<file path="src/rtl/shift_frame_sequencer.sv">
// shift_frame_sequencer: round-robin arbiter + parallel-to-serial framer.
// Two requesters offer WIDTH-bit words. In IDLE one is granted. Its word is
// shifted out LSB- or MSB-first over WIDTH cycles, followed by GAP_CYCLES
// idle guard cycles.
module shift_frame_sequencer #(
    parameter int WIDTH      = 8,
    parameter int GAP_CYCLES = 2
) (
    input  logic             clk,
    input  logic             reset,
    input  logic [1:0]       req_valid,
    input  logic [WIDTH-1:0] req_data0,
    input  logic [WIDTH-1:0] req_data1,
    input  logic [1:0]       req_dir,
    output logic [1:0]       req_ready,
    output logic             serial_out,
    output logic             serial_valid,
    output logic             frame_start,
    output logic             frame_end,
    output logic             granted_id,
    output logic             busy
);

    localparam int CNT_W = $clog2(WIDTH);

    typedef enum logic [1:0] {IDLE, SHIFT, GAP} state_t;

    state_t           state;
    logic [WIDTH-1:0] sreg;
    logic [CNT_W-1:0] bit_cnt;
    logic [3:0]       gap_cnt;
    logic             last_grant;

    logic             winner;
    logic             accept;
    logic [WIDTH-1:0] win_data;
    logic             win_dir;
    logic [WIDTH-1:0] ordered;

    // Arbitration: a lone requester wins; on contention the one not served last wins.
    always_comb begin
        winner = req_valid[1];
        if (&req_valid) winner = ~last_grant;
        req_ready = 2'b00;
        if (state == IDLE && !reset && |req_valid) req_ready[winner] = 1'b1;
        accept   = |req_ready;
        win_data = winner ? req_data1 : req_data0;
        win_dir  = req_dir[winner];
    end

    // Put the word into transmit order so the shifter always emits bit 0 next.
    always_comb begin
        ordered = '0;
        for (int i = 0; i < WIDTH; i++)
            ordered[i] = win_dir ? win_data[WIDTH-1-i] : win_data[i];
    end

    // Frame sequencer: all outputs registered. The first bit is launched on the accept edge.
    always_ff @(posedge clk) begin
        if (reset) begin
            state        <= IDLE;
            sreg         <= '0;
            bit_cnt      <= '0;
            gap_cnt      <= '0;
            last_grant   <= 1'b1;
            serial_out   <= 1'b0;
            serial_valid <= 1'b0;
            frame_start  <= 1'b0;
            frame_end    <= 1'b0;
            granted_id   <= 1'b0;
            busy         <= 1'b0;
        end else begin
            frame_start <= 1'b0;
            frame_end   <= 1'b0;
            case (state)
                IDLE: begin
                    if (accept) begin
                        state        <= SHIFT;
                        sreg         <= ordered >> 1;
                        serial_out   <= ordered[0];
                        serial_valid <= 1'b1;
                        frame_start  <= 1'b1;
                        busy         <= 1'b1;
                        bit_cnt      <= '0;
                        granted_id   <= winner;
                        last_grant   <= winner;
                    end else begin
                        serial_out   <= 1'b0;
                        serial_valid <= 1'b0;
                        busy         <= 1'b0;
                    end
                end
                SHIFT: begin
                    if (bit_cnt == CNT_W'(WIDTH-1)) begin
                        // The last bit is on the line now; close the frame.
                        bit_cnt      <= '0;
                        serial_out   <= 1'b0;
                        serial_valid <= 1'b0;
                        if (GAP_CYCLES > 0) begin
                            state   <= GAP;
                            gap_cnt <= 4'(GAP_CYCLES-1);
                            busy    <= 1'b1;
                        end else begin
                            state <= IDLE;
                            busy  <= 1'b0;
                        end
                    end else begin
                        bit_cnt    <= bit_cnt + 1'b1;
                        serial_out <= sreg[0];
                        sreg       <= sreg >> 1;
                        frame_end  <= (bit_cnt == CNT_W'(WIDTH-2));
                    end
                end
                GAP: begin
                    if (gap_cnt == 4'd0) begin
                        state <= IDLE;
                        busy  <= 1'b0;
                    end else begin
                        gap_cnt <= gap_cnt - 1'b1;
                    end
                end
                default: state <= IDLE;
            endcase
        end
    end

endmodule

</file>
<file path="config.mk">
export PLATFORM = sky130hd
export DESIGN_NAME = shift_frame_sequencer
export DESIGN_NICKNAME = d
export VERILOG_FILES = /design/src/rtl/shift_frame_sequencer.sv
export SDC_FILE = /design/constraint.sdc
export NUM_CORES = 1
export LEC_CHECK = 0
export ABC_AREA = 1
export BUFFER_PORTS_ARGS = -buffer_cell sky130_fd_sc_hd__buf_2
export CAP_MARGIN = 20
export CORE_AREA = 4 4 56 58
export DETAILED_ROUTE_END_ITERATION = 10
export DIE_AREA = 0 0 60 62
export PLACE_DENSITY = 0.91
export SETUP_SLACK_MARGIN = 0.05
export SYNTH_ARGS = -nofsm -noshare
export SYNTH_HDL_FRONTEND = slang
export SYNTH_SLANG_ARGS = --single-unit
</file>
<file path="constraint.sdc">
create_clock -name clk -period 2.65 [get_ports clk]
set_clock_uncertainty 0.15 [all_clocks]
set_input_delay 0.1325 -clock clk [delete_from_list [all_inputs] [get_ports clk]]
set_output_delay 0.1325 -clock clk [all_outputs]
set_load 0.1 [all_outputs]
</file>
==> results.py <==
metrics = {
    "final_layout": {
        "drive_gt1_share_pct": 16.9,
        "num_antenna_cells": 0,
        "final_util_pct": 64.1,
        "synthToLayoutAreaGrowth_pct": 12.0,
        "fin_cells": 297,
        "postLayoutCellArea_mm2": 0.00171,
        "regArea_um2": 460,
        "final_nets": 298,
        "fillers": 268,
        "multiInputGateArea_um2": 867,
    },
    "routing": {
        "drc": 0,
        "first_iter_violations": 52,
        "wl_per_cell_um": 10.1,
        "antenna_left": 0,
        "via_per_inst": 5.11,
        "drtPass1Iterations": 4,
        "vias": 1518,
        "wl_um": 3010,
    },
    "place": {
        "dp.final_hpwl_um": 2380,
        "placed_cell_area_mm2": 0.00168,
        "routabilityCongestion": 0.804,
        "io_buffers": 29,
        "dpl.cell_count": 293,
    },
    "synth": {
        "yosys.area_share.simple_pct": 35.8,
        "synth_compound_area_share_pct": 12.6,
        "ys_types": 27,
        "synth-edff-count": 0,
        "synth_fa_ha_area_share_pct": 7.38,
        "synth_common_cells": "nand2_1, inv_1, nand3_1",
        "yosysMostFrequentCell": "nand2_1",
        "synth_xor_xnor_area_share_pct": 0.574,
        "synth.avg_cell_area_um2": 6.38,
        "ys_warn_count": 0,
        "synth.area.mux_share_pct": 0,
        "yosys-top-cells-area": "dfxtp_1, nand2_1, inv_1, nand3_1, ha_1",
        "syn_area_mm2": 0.00153,
        "netlist.area_leader.share_pct": 30.2,
        "ys_seq_area_share_pct": 30.2,
        "synth_largest_area_cell": "dfxtp_1",
        "synth_nets": 270,
        "synth_ff_type": "dfxtp_1",
        "netlist_instances": 239,
        "synth-async-reset-ratio_pct": 0,
        "ys_ff_latch": 23,
        "synth_top_family_by_area": "simple AND/OR/NAND/NOR gates",
    },
    "worst_setup_path": {
        "worst-setup-path-type": "register to output port",
        "crit_family": "buffers and inverters",
        "cp_max_fo": 9,
        "cp-end-kind": "output port",
        "cp.arrival_ns": 1.90,
        "slowest_stage": "buf_2",
        "crit_path_start_kind": "register",
        "cp_slowest_stage_delay_ns": 0.43,
        "worstPathCellList": "inv_1 > ha_1 > nand3_4 > a21oi_2 > buf_2",
        "crit_required_ns": 2.37,
        "critPathBufInv": 2,
    },
    "die": {
        "coreArea_mm2": 0.00266,
        "core.rowCount": 19,
        "io_pins": 30,
        "die_area_mm2": 0.00372,
        "chipHeight_um": 62,
        "initial_core_util_pct": 57.3,
        "die_w_um": 60,
    },
    "power": {
        "p_int_uw": 711,
        "p_leak_nw": 0.902,
        "switchingPower_uw": 752,
        "seqPwrFrac_pct": 32.5,
        "sw_frac_of_total_pct": 51.4,
        "p_clk_share_pct": 10.9,
        "p_per_area_mw_per_mm2": 857,
        "ir_worst_vdd_mv": 0.777,
        "combPwrFrac_pct": 56.6,
    },
    "clock_network": {
        "cts_tree": "built",
        "numCtsBuffers": 3,
        "cts.sinks": 23,
        "postCtsSetupRepairBufs": 0,
        "clockRootBuffer": "clkbuf_4",
        "htreeDepth": 1,
        "cts_max_path_buffers": 2,
        "ctsResizeCount": 0,
        "clkTransAtPathRegs_ns": 0.13,
        "cts_hold_buf": 0,
        "clock_latency_ns": 0.30,
    },
    "sta": {
        "min_period_ns": 2.18,
        "setup_viol": 0,
        "rsz0062_at_grt": "no",
        "relSlewSlack_pct": 57.5,
        "fin_crit_sh_pct": 82.2,
        "drv_slew": 0,
        "max_freq_ghz": 0.459,
        "worstMarginPinSlew_ns": 0.638,
        "hold_viol_final": 0,
        "setup_tns_ns": 0,
    },
    "hold_path": {
        "hold_path.class": "input pin to register",
    },
    "global_routing": {
        "grtUsageTotal_pct": 17.9,
        "grt_max_degree": 19,
        "antenna_found_initial": 0,
        "grt_overflow": 0,
        "grt_pass1_vias": 1313,
        "grt_pass1_wl_um": 5250,
    },
    "flow_run": {
        "cap_violations": 0,
    },
    "run_status": {
        "outcome": "finished clean",
    },
}
state kept, by name (all words and copies together), names as in the netlist:
name / flops
bit_cnt: 3
serial_out: 1
frame_end: 1
last_grant: 1
sreg: 7
gap_cnt: 4
busy: 1
frame_start: 1
serial_valid: 1
state: 2
granted_id: 1
cells by family (layout without fill, tap and decap cells):
group	Yosys count	in the layout
and+or+nand+nor	123	123
AOI/OAI and AO/OA	32	32
buffers and inverters	51	78
DFF	23	23
xor gates and xnor gates	1	1
adders and majority gates	9	9
worst register-to-register path, stage by stage, from the launching register on:
cell,delay [ns]
dfxtp_1,0.36
inv_1,0.10
ha_1,0.57
nor2_2,0.13
a21oi_4,0.23
nand2_2,0.14
nand2_1,0.08
nand2_1,0.05
inv_1,0.04
a21oi_1,0.05
worst paths after layout:
check | depth (start not counted) | to | slack [ns] | from
setup reg to reg | 9 | sreg[1] | 0.62 | state[1]
hold / removal | 2 | gap_cnt[3] | 0.06 | reset
hold reg to reg | 2 | frame_end | 0.33 | bit_cnt[2]
setup / recovery | 5 | req_ready[0] | 0.47 | state[0]
cell usage in the layout (no fill, tap or decap), types with 2 or more instances in the layout:
master / instances
ha_1: 9
o21ai_0: 3
nor3_1: 4
nand3_1: 28
clkinv_1: 2
nor2_1: 8
dfxtp_1: 23
o211ai_1: 2
nand3b_1: 3
inv_1: 39
nand2_1: 72
a21oi_1: 19
inv_2: 3
clkbuf_4: 3
buf_2: 29
nand4_1: 2
o21ai_1: 4
nor2_2: 3
layer usage:
layer	up-vias	GRT usage [%]	routed length, um
met2	19	32.4	1510
met5	-	0	0
met4	0	4.11	40
li1	807	-	-
met1	688	21.8	1360
met3	4	3.72	99
per-stage QoR:
stage / power [mW] / hold slack [ns] / worst slack, ns
after floorplan: 1.18 / 0.219 / 0.469
after global placement: 1.29 / 0.301 / 0.743
after detailed placement: 1.31 / 0.307 / 0.655
final: 1.46 / 0.0597 / 0.472
after global routing: 1.59 / 0.0723 / 0.318
after CTS: 1.47 / 0.0603 / 0.462
power by group through the flow:
stage / combinational [mW] / sequential (mW) / clock (mW)
CTS: 0.831 / 0.475 / 0.164
detailed placement: 0.826 / 0.482 / 0
global route: 0.924 / 0.486 / 0.180
global placement: 0.809 / 0.480 / 0
floorplan: 0.536 / 0.639 / 0
finish: 0.828 / 0.476 / 0.160
final cells by class:
| cell class | instances | share of cell area, % |
|---|---|---|
| Clock buffer | 4 | 1.54 |
| Inverter | 45 | 9.96 |
| Multi-Input combinational cell | 165 | 50.8 |
| Sequential cell | 23 | 27.0 |
| Tap cell | 31 | 2.27 |
| Timing Repair Buffer | 29 | 8.50 |
Power figures use the tool's default switching activity.
